`config.mk`:
```
export PLATFORM = sky130hd
export DESIGN_NAME = auth_tx_blk
export DESIGN_NICKNAME = d
export VERILOG_FILES = /design/src/rtl/auth_pkg.sv /design/src/rtl/auth_tx_blk_uart_tx.sv /design/src/rtl/auth_tx_blk.sv
export SDC_FILE = /design/constraint.sdc
export NUM_CORES = 1
export LEC_CHECK = 0
export ABC_AREA = 1
export ABC_CLOCK_PERIOD_IN_PS = 2200
export BUFFER_PORTS_ARGS = -buffer_cell sky130_fd_sc_hd__buf_2
export CAP_MARGIN = 20
export CORE_MARGIN = 2
export CORE_UTILIZATION = 55
export CTS_CLUSTER_DIAMETER = 200
export DETAILED_ROUTE_END_ITERATION = 16
export GPL_TIMING_DRIVEN = 0
export PLACE_DENSITY_LB_ADDON = 0.08
export SLEW_MARGIN = 20
export SYNTH_ARGS = -nofsm -noshare
export SYNTH_HDL_FRONTEND = slang
export SYNTH_SLANG_ARGS = --single-unit
```
`constraint.sdc`:
```
create_clock -name clk -period 2.2 [get_ports clk]
set_clock_uncertainty 0.1 [all_clocks]
set_input_delay 0.33 -clock clk [delete_from_list [all_inputs] [get_ports clk]]
set_output_delay 0.33 -clock clk [all_outputs]
set_load 0.01 [all_outputs]
```
`src/rtl/auth_pkg.sv`:
```
// Shared constants and sequencer state type for the rider-authentication UART link.
// The command bytes are also used by the receiving end.
`timescale 1ns/1ps
package auth_pkg;

    localparam logic [7:0] AUTH_GO   = 8'h67;
    localparam logic [7:0] AUTH_STOP = 8'h73;

    typedef enum logic [1:0] {
        IDLE,
        LOAD,
        WAIT
    } seq_state_t;

endpackage

```
`src/rtl/auth_tx_blk_uart_tx.sv`:
```
// 8N1 UART transmitter: the start bit, eight data bits LSB first and the stop bit.
// tx_done marks the final clock of the stop bit.
`timescale 1ns/1ps
module UART_tx #(
    parameter int BAUD_DIV = 2604
) (
    input  logic       clk,
    input  logic       rst_n,
    input  logic       trmt,
    input  logic [7:0] tx_data,
    output logic       TX,
    output logic       tx_done,
    output logic       tx_busy
);

    typedef enum logic {
        TX_IDLE,
        TX_SHIFT
    } tx_state_t;

    localparam logic [11:0] BAUD_LAST = 12'(BAUD_DIV - 1);
    localparam logic [3:0]  BIT_LAST  = 4'd9;

    tx_state_t   state_q, state_d;
    logic [9:0]  shift_q, shift_d;
    logic [11:0] baud_q, baud_d;
    logic [3:0]  bit_q, bit_d;
    logic        bit_end;

    always_comb begin
        state_d = state_q;
        shift_d = shift_q;
        baud_d  = baud_q;
        bit_d   = bit_q;
        bit_end = (state_q == TX_SHIFT) && (baud_q == BAUD_LAST);
        tx_done = bit_end && (bit_q == BIT_LAST);
        case (state_q)
            TX_IDLE: begin
                if (trmt) begin
                    shift_d = {1'b1, tx_data, 1'b0};
                    baud_d  = '0;
                    bit_d   = '0;
                    state_d = TX_SHIFT;
                end
            end
            default: begin
                if (bit_end) begin
                    baud_d = '0;
                    if (bit_q == BIT_LAST) begin
                        state_d = TX_IDLE;
                    end else begin
                        shift_d = {1'b1, shift_q[9:1]};
                        bit_d   = bit_q + 4'd1;
                    end
                end else begin
                    baud_d = baud_q + 12'd1;
                end
            end
        endcase
    end

    // Line level is decoded from state so reset forces it high without waiting for a clock.
    assign TX      = (state_q == TX_SHIFT) ? shift_q[0] : 1'b1;
    assign tx_busy = (state_q == TX_SHIFT);

    always_ff @(posedge clk or negedge rst_n) begin
        if (!rst_n) begin
            state_q <= TX_IDLE;
            shift_q <= '1;
            baud_q  <= '0;
            bit_q   <= '0;
        end else begin
            state_q <= state_d;
            shift_q <= shift_d;
            baud_q  <= baud_d;
            bit_q   <= bit_d;
        end
    end

endmodule

```
`src/rtl/auth_tx_blk.sv`:
```
// Authentication command transmitter: queues go/stop requests and sends them as
// 'g'/'s' UART frames, tracking whether the last completed command armed the rider.
`timescale 1ns/1ps
module auth_tx_blk
    import auth_pkg::*;
#(
    parameter int BAUD_DIV = 2604
) (
    input  logic clk,
    input  logic rst_n,
    input  logic go_req,
    input  logic stop_req,
    output logic TX,
    output logic tx_busy,
    output logic cmd_done,
    output logic armed
);

    seq_state_t state_q, state_d;
    logic       go_pend_q, go_pend_d;
    logic       stop_pend_q, stop_pend_d;
    logic [7:0] byte_q, byte_d;
    logic       armed_q, armed_d;
    logic       go_clr, stop_clr;
    logic       trmt;
    logic       tx_done;

    always_comb begin
        state_d  = state_q;
        byte_d   = byte_q;
        armed_d  = armed_q;
        go_clr   = 1'b0;
        stop_clr = 1'b0;
        trmt     = 1'b0;
        case (state_q)
            IDLE: begin
                // Stop outranks go; a coincident go simply stays pending.
                if (stop_pend_q) begin
                    byte_d  = AUTH_STOP;
                    state_d = LOAD;
                end else if (go_pend_q) begin
                    byte_d  = AUTH_GO;
                    state_d = LOAD;
                end
            end
            LOAD: begin
                trmt     = 1'b1;
                stop_clr = (byte_q == AUTH_STOP);
                go_clr   = (byte_q == AUTH_GO);
                state_d  = WAIT;
            end
            default: begin
                if (tx_done) begin
                    state_d = IDLE;
                end
            end
        endcase
        if (tx_done) begin
            if (byte_q == AUTH_GO) begin
                armed_d = 1'b1;
            end else if (byte_q == AUTH_STOP) begin
                armed_d = 1'b0;
            end
        end
        // A request landing on its own clear cycle re-arms the flag.
        go_pend_d   = (go_pend_q & ~go_clr) | go_req;
        stop_pend_d = (stop_pend_q & ~stop_clr) | stop_req;
    end

    always_ff @(posedge clk or negedge rst_n) begin
        if (!rst_n) begin
            state_q     <= IDLE;
            go_pend_q   <= 1'b0;
            stop_pend_q <= 1'b0;
            byte_q      <= '0;
            armed_q     <= 1'b0;
        end else begin
            state_q     <= state_d;
            go_pend_q   <= go_pend_d;
            stop_pend_q <= stop_pend_d;
            byte_q      <= byte_d;
            armed_q     <= armed_d;
        end
    end

    UART_tx #(
        .BAUD_DIV(BAUD_DIV)
    ) u_uart_tx (
        .clk    (clk),
        .rst_n  (rst_n),
        .trmt   (trmt),
        .tx_data(byte_q),
        .TX     (TX),
        .tx_done(tx_done),
        .tx_busy(tx_busy)
    );

    assign cmd_done = tx_done;
    assign armed    = armed_q;

endmodule

```
==> metrics.txt <==
# TYPE chip_impl_metric gauge
chip_impl_info{name="yosys.cell_count.top_type",value="nand2_1"} 1
chip_impl_metric{name="global_route_usage_sum",unit="%"} 20.63
chip_impl_metric{name="clock-sinks",unit=""} 34
chip_impl_metric{name="power.ir.vdd_worst",unit="mV"} 0.3506
chip_impl_info{name="crit_path_end_kind",value="output pin"} 1
chip_impl_metric{name="mappedNetlistArea",unit="sq um"} 1953
chip_impl_metric{name="yosysWarningCount",unit=""} 0
chip_impl_metric{name="instances_no_fill",unit=""} 300
chip_impl_metric{name="final.setup.worst_slack",unit="ps"} 104.4
chip_impl_metric{name="min_period_over_period",unit="%"} 95.25
chip_impl_metric{name="finish.utilization",unit="%"} 63.84
chip_impl_metric{name="insertedDiodeCount",unit=""} 0
chip_impl_metric{name="tns",unit="ps"} 0
chip_impl_metric{name="detailedPlacementHpwl",unit="um"} 2667
chip_impl_metric{name="rows",unit=""} 21
chip_impl_info{name="classification_of_the_worst_setup_path",value="reg2out"} 1
chip_impl_metric{name="async_reset_ff_share",unit="%"} 100.0
chip_impl_info{name="run_status",value="complete, no violations"} 1
chip_impl_info{name="synth_area_leader_cell",value="dfrtp_1"} 1
chip_impl_metric{name="critical_path_required",unit="ps"} 1770
chip_impl_metric{name="crit_fanout",unit=""} 4
chip_impl_metric{name="clkTransAtPathRegs",unit="ps"} 110
chip_impl_metric{name="antenna_found_initial",unit=""} 0
chip_impl_metric{name="max_cap_violations",unit=""} 0
chip_impl_info{name="synth_top_cells_by_area",value="dfrtp_1 (32%), nand2_1 (12%), dfstp_2 (12%), nand3_1 (5.1%), nand3_2 (5.1%)"} 1
chip_impl_metric{name="synth_simple_gate_area_share",unit="%"} 36.58
chip_impl_metric{name="finalHoldViolCount",unit=""} 0
chip_impl_info{name="synth_common_cells",value="nand2_1 (65), dfrtp_1 (25), inv_1 (25)"} 1
chip_impl_metric{name="yosysSeqAreaShare",unit="%"} 44.14
chip_impl_metric{name="drt_first_iter_violations",unit=""} 90
chip_impl_metric{name="number_of_distinct_library_cells_after_synthesis",unit=""} 30
chip_impl_metric{name="setup-violations-final",unit=""} 0
chip_impl_metric{name="stdcell_area",unit="sq um"} 2147
chip_impl_metric{name="adder_and_majority_cell_fraction_of_the_synthesized_area",unit="%"} 1.922
chip_impl_metric{name="die_width",unit="um"} 63.59
chip_impl_metric{name="vias_in_the_first_global_route",unit=""} 1458
chip_impl_metric{name="routability_cong",unit=""} 0.8205
chip_impl_info{name="timing.hold.worst.class",value="in2reg"} 1
chip_impl_metric{name="vias",unit=""} 1558
chip_impl_metric{name="synthToLayoutAreaGrowth",unit="%"} 9.930
chip_impl_metric{name="detail_route.wirelength",unit="um"} 3711
chip_impl_metric{name="clkLatencyLatePin",unit="ps"} 340
chip_impl_metric{name="postPlaceCellArea",unit="sq um"} 2046
chip_impl_info{name="worstSetupStartpointType",value="flop"} 1
chip_impl_metric{name="final_ant_viol_nets",unit=""} 0
chip_impl_metric{name="drt-wirelength-per-cell",unit="um"} 12.37
chip_impl_metric{name="worst_slew_pin_slew",unit="ps"} 749.7
chip_impl_metric{name="synth-xor-area-share",unit="%"} 2.242
chip_impl_metric{name="drc",unit=""} 0
chip_impl_metric{name="ctsHtreeMaxLevel",unit=""} 2
chip_impl_metric{name="power_dens_cells",unit="nW/um^2"} 468.4
chip_impl_metric{name="hold-worst-slack",unit="ps"} 70.27
chip_impl_metric{name="port-buffer-count",unit=""} 7
chip_impl_metric{name="edff_count_synth",unit=""} 0
chip_impl_metric{name="grt_overflow_total",unit=""} 0
chip_impl_metric{name="ios",unit=""} 8
chip_impl_metric{name="max_clock_freq",unit="GHz"} 0.4772
chip_impl_metric{name="synth_area_per_cell",unit="sq um"} 8.276
chip_impl_metric{name="final_layout_size_suffix_gt1_share",unit="%"} 25.59
chip_impl_info{name="cts_tree",value="yes"} 1
chip_impl_metric{name="post_synth_mux_area_share",unit="%"} 0
chip_impl_metric{name="post-layout-total-power",unit="mW"} 1.006
chip_impl_info{name="synth_top_family_by_area",value="simple AND/OR/NAND/NOR gates"} 1
chip_impl_metric{name="die_area",unit="sq um"} 4044
chip_impl_metric{name="route.detailed.vias_per_inst",unit=""} 5.193
chip_impl_metric{name="placement.setup.worst_slack",unit="ps"} 316.1
chip_impl_metric{name="synth.ff_latch_count",unit=""} 34
chip_impl_metric{name="core_region_area",unit="sq um"} 3363
chip_impl_info{name="cts.root.buffer_cell",value="clkbuf_4"} 1
chip_impl_metric{name="syn_nets",unit=""} 243
chip_impl_metric{name="firstDrtPassIters",unit=""} 4
chip_impl_metric{name="placed_cells",unit=""} 289
chip_impl_metric{name="finalCriticalPeriod",unit="ps"} 2096
chip_impl_metric{name="cp.arrival",unit="ps"} 1670
chip_impl_metric{name="clock_path_buffers",unit=""} 2
chip_impl_metric{name="timing.final.max_slew_violations",unit=""} 0
chip_impl_info{name="postSynth.topFlopCell",value="dfrtp_1"} 1
chip_impl_metric{name="synthCells",unit=""} 236
chip_impl_metric{name="timing.slew.headroom",unit="%"} 50.02
chip_impl_metric{name="start_util",unit="%"} 58.07
chip_impl_metric{name="p_leak",unit="nW"} 1.070
chip_impl_metric{name="synth_top_cell_area_share",unit="%"} 32.03
chip_impl_metric{name="maximum_number_of_pins_on_one_net_before_global_route_repair",unit=""} 35
chip_impl_metric{name="fin_nets",unit=""} 260
chip_impl_metric{name="wire_length_of_the_first_global_routing_pass",unit="um"} 6451
chip_impl_metric{name="dieHeight",unit="um"} 63.59
chip_impl_metric{name="cts-buffers-inserted",unit=""} 5
chip_impl_metric{name="synth_compound_area_share",unit="%"} 6.278
[flip-flops by register name, indices dropped and copies added (netlist names)]
signal             count
u_uart_tx.tx_busy      1
u_uart_tx.bit_q        4
u_uart_tx.shift_q      9
go_pend_q              1
u_uart_tx.baud_q      12
armed                  1
byte_q                 3
stop_pend_q            1
state_q                2
[repair_timing]
item                       4_1_cts  5_1_grt
setup buffers                    1        1
hold buffers                     1        0
hold endpoints to repair        25        0
setup endpoints to repair        1        1
gates resized for setup          1        4
[power breakdown]
| part | internal, mW | switching [mW] | total, mW |
|---|---|---|---|
| clock | 0.155 | 0.210 | 0.365 |
| combinational | 0.00329 | 0.0121 | 0.0154 |
| sequential | 0.625 | 0.0000000000000000833 | 0.625 |
| total | 0.784 | 0.222 | 1.01 |
[cell type report]
type	count	area (sq um)
Clock buffer	7	55.05
Tap cell	46	57.56
Clock inverter	1	5.005
Buffer	6	60.06
Multi-Input combinational cell	166	933.4
Sequential cell	34	863.3
Timing Repair Buffer	10	60.06
Inverter	30	112.6
Fill cell	326	1216
[cells in the final DEF (no fill, tap or decap), types with 4 or more instances in the layout]
master / count
clkbuf_4: 5
nand4_1: 12
nor2_2: 5
nand3_1: 20
inv_1: 24
nand2_2: 4
dfrtp_1: 24
dfstp_2: 9
inv_2: 6
nand2_1: 65
o21ai_0: 9
nor2_1: 13
nand3_2: 10
buf_2: 8
o22ai_1: 4
[critical path, cell delays in order, from the launching register on]
cell and delay, ps:
dfrtp_1 440, ha_4 180, nand2_2 70, nor2_4 120, nand3_1 100, nor2_2 120
nand3_2 110, inv_1 70, buf_2 120
[path summary, 6_finish.rpt]
kind	startpoint	to	slack, ps	cells past startpoint
max in group asynchronous	rst_n	u_uart_tx.baud_q[2]	1000	2
min reg2reg	u_uart_tx.shift_q[4]	u_uart_tx.shift_q[4]	370	2
max reg2reg	u_uart_tx.baud_q[1]	u_uart_tx.bit_q[1]	590	9
max	u_uart_tx.baud_q[1]	cmd_done	100	8
min	go_req	go_pend_q	70	2
min in group asynchronous	rst_n	u_uart_tx.baud_q[11]	480	2
[cells by family (layout without fill, tap and decap cells)]
group / count (synthesis) / in the layout
AO/OA/AOI/OAI: 21 / 21
AND/OR/NAND/NOR: 137 / 137
XOR/XNOR: 5 / 5
buffers and inverters: 36 / 54
flip-flops: 34 / 34
adder cells (fa/ha/maj): 3 / 3
[routing by layer]
layer / up-vias / track usage (%) / part of all wire, %
met5: - / 0 / 0
met4: 0 / 6.793 / 0.84
met3: 4 / 5.179 / 2.9
met2: 17 / 33.95 / 49
met1: 734 / 26.54 / 47
li1: 803 / - / -
Note: power is estimated with default switching activity, not from simulation.
